### config.mk
export PLATFORM = sky130hd
export DESIGN_NAME = ps2_scancode_fifo
export DESIGN_NICKNAME = d
export VERILOG_FILES = /design/src/rtl/ps2_scancode_fifo.sv
export SDC_FILE = /design/constraint.sdc
export NUM_CORES = 1
export LEC_CHECK = 0
export BUFFER_PORTS_ARGS = -buffer_cell sky130_fd_sc_hd__clkbuf_2
export CAP_MARGIN = 10
export CORE_MARGIN = 5
export CORE_UTILIZATION = 64
export DETAILED_ROUTE_END_ITERATION = 10
export GPL_ROUTABILITY_DRIVEN = 0
export MAX_ROUTING_LAYER = met4
export PLACE_DENSITY = 0.9
export SYNTH_ARGS = -nofsm -noshare
export SYNTH_HDL_FRONTEND = slang
export SYNTH_SLANG_ARGS = --single-unit
### constraint.sdc
create_clock -name CLOCK_50 -period 7.5 [get_ports CLOCK_50]
set_clock_uncertainty 0.05 [all_clocks]
set_input_delay 1.125 -clock CLOCK_50 [delete_from_list [all_inputs] [get_ports CLOCK_50]]
set_output_delay 1.125 -clock CLOCK_50 [all_outputs]
set_load 0.02 [all_outputs]
### src/rtl/ps2_scancode_fifo.sv
// Turns raw PS/2 Set-2 bytes into complete key events (E0/F0 prefixes, Pause
// sequence) and queues them in a first-word-fall-through FIFO drained by valid/ready.
module ps2_scancode_fifo #(
  parameter int DEPTH       = 8,
  parameter bit DROP_BREAK  = 1'b0,
  parameter bit FILTER_CTRL = 1'b1
) (
  input  logic                     CLOCK_50,
  input  logic                     resetn,
  input  logic [7:0]               ps2_data,
  input  logic                     ps2_data_en,
  input  logic                     evt_ready,
  input  logic                     clr_overflow,
  output logic                     evt_valid,
  output logic [7:0]               evt_code,
  output logic                     evt_ext,
  output logic                     evt_break,
  output logic [$clog2(DEPTH):0]   fifo_count,
  output logic                     overflow,
  output logic [7:0]               last_code
);

  localparam int AW = $clog2(DEPTH);

  typedef enum logic [1:0] {
    IDLE,
    PREFIX,
    PAUSE
  } state_t;

  state_t     state, state_nxt;
  logic       ext_q, ext_nxt;
  logic       brk_q, brk_nxt;
  logic [2:0] skip_q, skip_nxt;
  logic       emit;
  logic [9:0] emit_entry;
  logic       is_ctrl;

  assign is_ctrl = (ps2_data == 8'hFA) || (ps2_data == 8'hAA) ||
                   (ps2_data == 8'hEE) || (ps2_data == 8'hFE) ||
                   (ps2_data == 8'h00) || (ps2_data == 8'hFF);

  always_ff @(posedge CLOCK_50) begin
    if (!resetn) begin
      state  <= IDLE;
      ext_q  <= 1'b0;
      brk_q  <= 1'b0;
      skip_q <= 3'd0;
    end else begin
      state  <= state_nxt;
      ext_q  <= ext_nxt;
      brk_q  <= brk_nxt;
      skip_q <= skip_nxt;
    end
  end

  always_comb begin
    state_nxt  = state;
    ext_nxt    = ext_q;
    brk_nxt    = brk_q;
    skip_nxt   = skip_q;
    emit       = 1'b0;
    emit_entry = {brk_q, ext_q, ps2_data};
    if (ps2_data_en) begin
      unique case (state)
        IDLE: begin
          if (ps2_data == 8'hE0) begin
            ext_nxt   = 1'b1;
            state_nxt = PREFIX;
          end else if (ps2_data == 8'hF0) begin
            brk_nxt   = 1'b1;
            state_nxt = PREFIX;
          end else if (ps2_data == 8'hE1) begin
            skip_nxt  = 3'd7;
            state_nxt = PAUSE;
          end else if (!(FILTER_CTRL && is_ctrl)) begin
            emit       = 1'b1;
            emit_entry = {2'b00, ps2_data};
          end
        end
        PREFIX: begin
          if (ps2_data == 8'hE0) begin
            ext_nxt = 1'b1;
          end else if (ps2_data == 8'hF0) begin
            brk_nxt = 1'b1;
          end else begin
            emit      = 1'b1;
            ext_nxt   = 1'b0;
            brk_nxt   = 1'b0;
            state_nxt = IDLE;
          end
        end
        PAUSE: begin
          // The remaining seven Pause bytes are counted, never inspected.
          if (skip_q <= 3'd1) begin
            emit       = 1'b1;
            emit_entry = {2'b00, 8'hE1};
            skip_nxt   = 3'd0;
            state_nxt  = IDLE;
          end else begin
            skip_nxt = skip_q - 3'd1;
          end
        end
        default: state_nxt = IDLE;
      endcase
    end
  end

  logic [9:0]    mem [DEPTH];
  logic [AW-1:0] wr_ptr, rd_ptr;
  logic [AW:0]   count;
  logic          full, pop, want_push, push;

  assign full      = (count == (AW+1)'(DEPTH));
  assign pop       = (count != '0) && evt_ready;
  assign want_push = emit && !(DROP_BREAK && emit_entry[9]);
  assign push      = want_push && (!full || pop);

  always_ff @(posedge CLOCK_50) begin
    if (push) begin
      mem[wr_ptr] <= emit_entry;
    end
  end

  always_ff @(posedge CLOCK_50) begin
    if (!resetn) begin
      wr_ptr    <= '0;
      rd_ptr    <= '0;
      count     <= '0;
      overflow  <= 1'b0;
      last_code <= 8'h00;
    end else begin
      if (push) begin
        wr_ptr <= wr_ptr + AW'(1);
      end
      if (pop) begin
        rd_ptr <= rd_ptr + AW'(1);
      end
      case ({push, pop})
        2'b10:   count <= count + (AW+1)'(1);
        2'b01:   count <= count - (AW+1)'(1);
        default: count <= count;
      endcase
      // A drop in the same cycle as a clear must still be reported.
      if (want_push && !push) begin
        overflow <= 1'b1;
      end else if (clr_overflow) begin
        overflow <= 1'b0;
      end
      if (ps2_data_en) begin
        last_code <= ps2_data;
      end
    end
  end

  assign evt_valid  = (count != '0);
  assign fifo_count = count;
  assign evt_code   = evt_valid ? mem[rd_ptr][7:0] : 8'h00;
  assign evt_ext    = evt_valid ? mem[rd_ptr][8]   : 1'b0;
  assign evt_break  = evt_valid ? mem[rd_ptr][9]   : 1'b0;

endmodule

==> impl_metrics.yaml <==
final_layout:
  drive_above_1_share_pct: 29.4
  finalNonFillerCells: 473
  seq_area_um2: 2980
  final_cell_area_um2: 5340
  multi_input_comb_area_um2: 1770
  syn_to_final_growth_pct: 10.4
  num_antenna_cells: 0
  final_nets: 389
  fill_cells: 486
worst_setup_path:
  rr_endpoint: "fifo_count[2]"
  cp_data_arrival_time_ps: 3870
  cp_slowest_cell: "clkbuf_2"
  endpoint_kind: "register"
  crit_cells: 13
  crit_chain: "clkbuf_2, nand3b_4, nor3_2, o21bai_4, a21oi_4, or2_1, ha_1, xor2_1, ha_1, a21oi_1, xor2_1, or3_1, a21oi_1"
  max_stage_delay_ps: 340
  crit_fanout: 14
  rr_worst_depth: 13
  start_kind: "input port"
  crit_buf_inv: 1
  r2r_slack_ps: 4320
  crit_family: "simple AND/OR/NAND/NOR gates"
  crit_type: "in2reg"
  crit_required_ps: 7740
  setup.worst_path.start: "ps2_data_en"
  r2r-start: "skip_q[0]"
  cp-endpoint: "fifo_count[2]"
timing:
  timing.fmax_mhz: 276
  slew_headroom_pct: 35.8
  finalWorstSetupSlack_ps: 3870
  post-route-min-period_ps: 3630
  finalCritPeriodShare_pct: 48.4
  rsz0062_at_grt: "no"
  maxSlewViolCount: 0
  worstMarginPinSlew_ps: 962
  fin_tns_setup_ps: 0
  setup-violations-final: 0
  final-hold-violation-count: 0
placement:
  io_buffers: 36
  dpl.cell_count: 457
  postPlaceCellArea_um2: 5150
  pre_cts_slack_ps: 3500
  hpwl_um: 6000
power:
  intPower_w: 0.000981
  p_leak_nw: 1.85
  power_frac_clock_pct: 22.7
  pwr-share-seq_pct: 49.8
  swShare_pct: 31.9
  switching_power_w: 0.000460
  pwr_density_cell_nw_per_um2: 270
  comb_power_share_pct: 27.5
  vdd_drop_max_mv: 0.241
synth:
  ys_seq_elements: 109
  synth_compound_gate_area_share_pct: 5.92
  synth_area_per_cell_um2: 14.7
  ys_async_sr_fraction_pct: 0
  yosys-top-cells-count: "edfxtp_1 (80), nor2_1 (33), dfxtp_1 (29)"
  synth_fa_ha_area_share_pct: 1.81
  synth_nets: 350
  ys_seq_area_share_pct: 61.7
  yosysTopAreaCell: "edfxtp_1"
  ys.flop_type: "edfxtp_1"
  synth-xor-area-share_pct: 1.09
  synth_top_family_by_area: "multiplexers"
  ys.warnings.count: 0
  synthMuxAreaShare_pct: 13.7
  synth_edf_count: 80
  yosysMostFrequentCell: "edfxtp_1"
  synth_top_area_share_pct: 49.7
  synth.top_cells.by_area: "edfxtp_1 (50%), dfxtp_1 (12%), mux4_2 (9.3%)"
  mappedNetlistArea_um2: 4840
  synthesis.instances: 330
  synthSimpleGateAreaFrac_pct: 13.5
  synth_cell_types: 59
route:
  antenna_left: 0
  vias: 2827
  dr.first_iter.drc_count: 146
  drc: 0
  first_pass_iters: 4
  wl_per_cell_um: 18.8
  wl_um: 8900
  via_per_inst: 5.98
floorplanning:
  dieHeight_um: 96.9
  die_area_um2: 9390
  pin_count: 37
  start_util_pct: 66.3
  die_w_um: 96.9
  placementRows: 31
  core_area_um2: 7290
global_route:
  grt_pass1_wl_um: 14600
  grt.overflow.total: 0
  antenna_found_initial: 0
  grt_max_degree: 23
  grt_pass1_vias: 2911
  grt_use_total_pct: 20.4
clock_network:
  clk_latency_ps: 360
  cts_buffers: 9
  cts_tree: "done"
  cts_root_buf: "clkbuf_8"
  cts_max_level: 3
  cts_hold_buf: 0
  path_clk_slew_ps: 100
  cts_setup_buffers: 0
  cts_sinks: 109
  ctsResizeCount: 0
  cts_buffer_depth: 2
run:
  cap_violations: 0
min_path:
  hold_class: "reg2reg"
run_status:
  status: "finished, final reports clean"
final cells by class:
type / count / area share [%]
inverters: 7 / 0.492
well taps: 99 / 2.32
multi-input cells: 196 / 33.1
repair buffers: 46 / 4.78
clock inverters: 6 / 1.05
flip-flops and latches: 109 / 55.9
clock buffers: 10 / 2.39
sequential cells by signal, summed over array words and instances (netlist names), named ones only:
signal      cells
mem            80
last_code       8
fifo_count      4
rd_ptr          3
skip_q          3
wr_ptr          3
state           2
brk_q           1
ext_q           1
overflow        1
worst reg2reg max path, cell delays in order, from the launching register on:
cell      delay [ps]
dfxtp_1          400
ha_1             170
o21ba_2          180
nor3_2           350
o21bai_4         250
a21oi_4          110
or2_1            270
ha_1             250
xor2_1           170
ha_1             200
a21oi_1          150
xor2_1           100
or3_1            330
a21oi_1          140
layer usage:
layer,routed length (um),part of all wire [%],track usage (%)
met1,3640,41,25.1
met2,4570,51,33.7
met3,539,6.1,3.31
met4,153,1.7,8.96
met5,0,0,-
power groups by stage:
stage	combinational, W	clock [W]	sequential (W)
global route	0.000429	0.000364	0.000723
floorplan	0.000290	0	0.000724
global placement	0.000390	0	0.000728
CTS	0.000401	0.000333	0.000717
detailed placement	0.000402	0	0.000731
finish	0.000396	0.000328	0.000717
placed cells by master, fill, tap and decap left out, types with 5 or more instances in the layout:
cell type,instances
mux2i_1,21
o21ai_0,6
dfxtp_1,29
clkbuf_8,9
nor3_1,6
nor2b_1,7
ha_1,7
inv_1,7
buf_4,10
edfxtp_1,80
clkbuf_2,36
nor2_1,33
mux4_2,20
nand3_1,6
a21oi_1,7
nand2_1,15
nor4_2,5
through the flow:
stage	util (%)	power (W)	hold WS (ps)
5_1_grt	73.2	0.00152	487
4_1_cts	73.2	0.00145	432
6_report	73.2	0.00144	433
3_5_place_dp	70.7	0.00113	412
2_1_floorplan	-	0.00101	392
3_3_place_gp	70.7	0.00112	424
kinds of logic after synthesis:
group                      after synthesis
DFF                                    109
and+or+nand+nor                        107
AOI/OAI and AO/OA                       35
adders and majority gates                7
muxes                                   41
buffers and inverters                   25
xor gates and xnor gates                 6
worst min-delay path by stage:
| stage | from | end | depth (start not counted) |
|---|---|---|---|
| 6_report | ext_q | ext_q | 2 |
| 3_5_place_dp | ext_q | ext_q | 2 |
| 4_1_cts | ext_q | ext_q | 2 |
| 3_3_place_gp | ext_q | ext_q | 2 |
| 5_1_grt | ext_q | ext_q | 2 |
| 2_1_floorplan | ext_q | ext_q | 2 |
No activity file was read; power rests on OpenSTA's default activity.
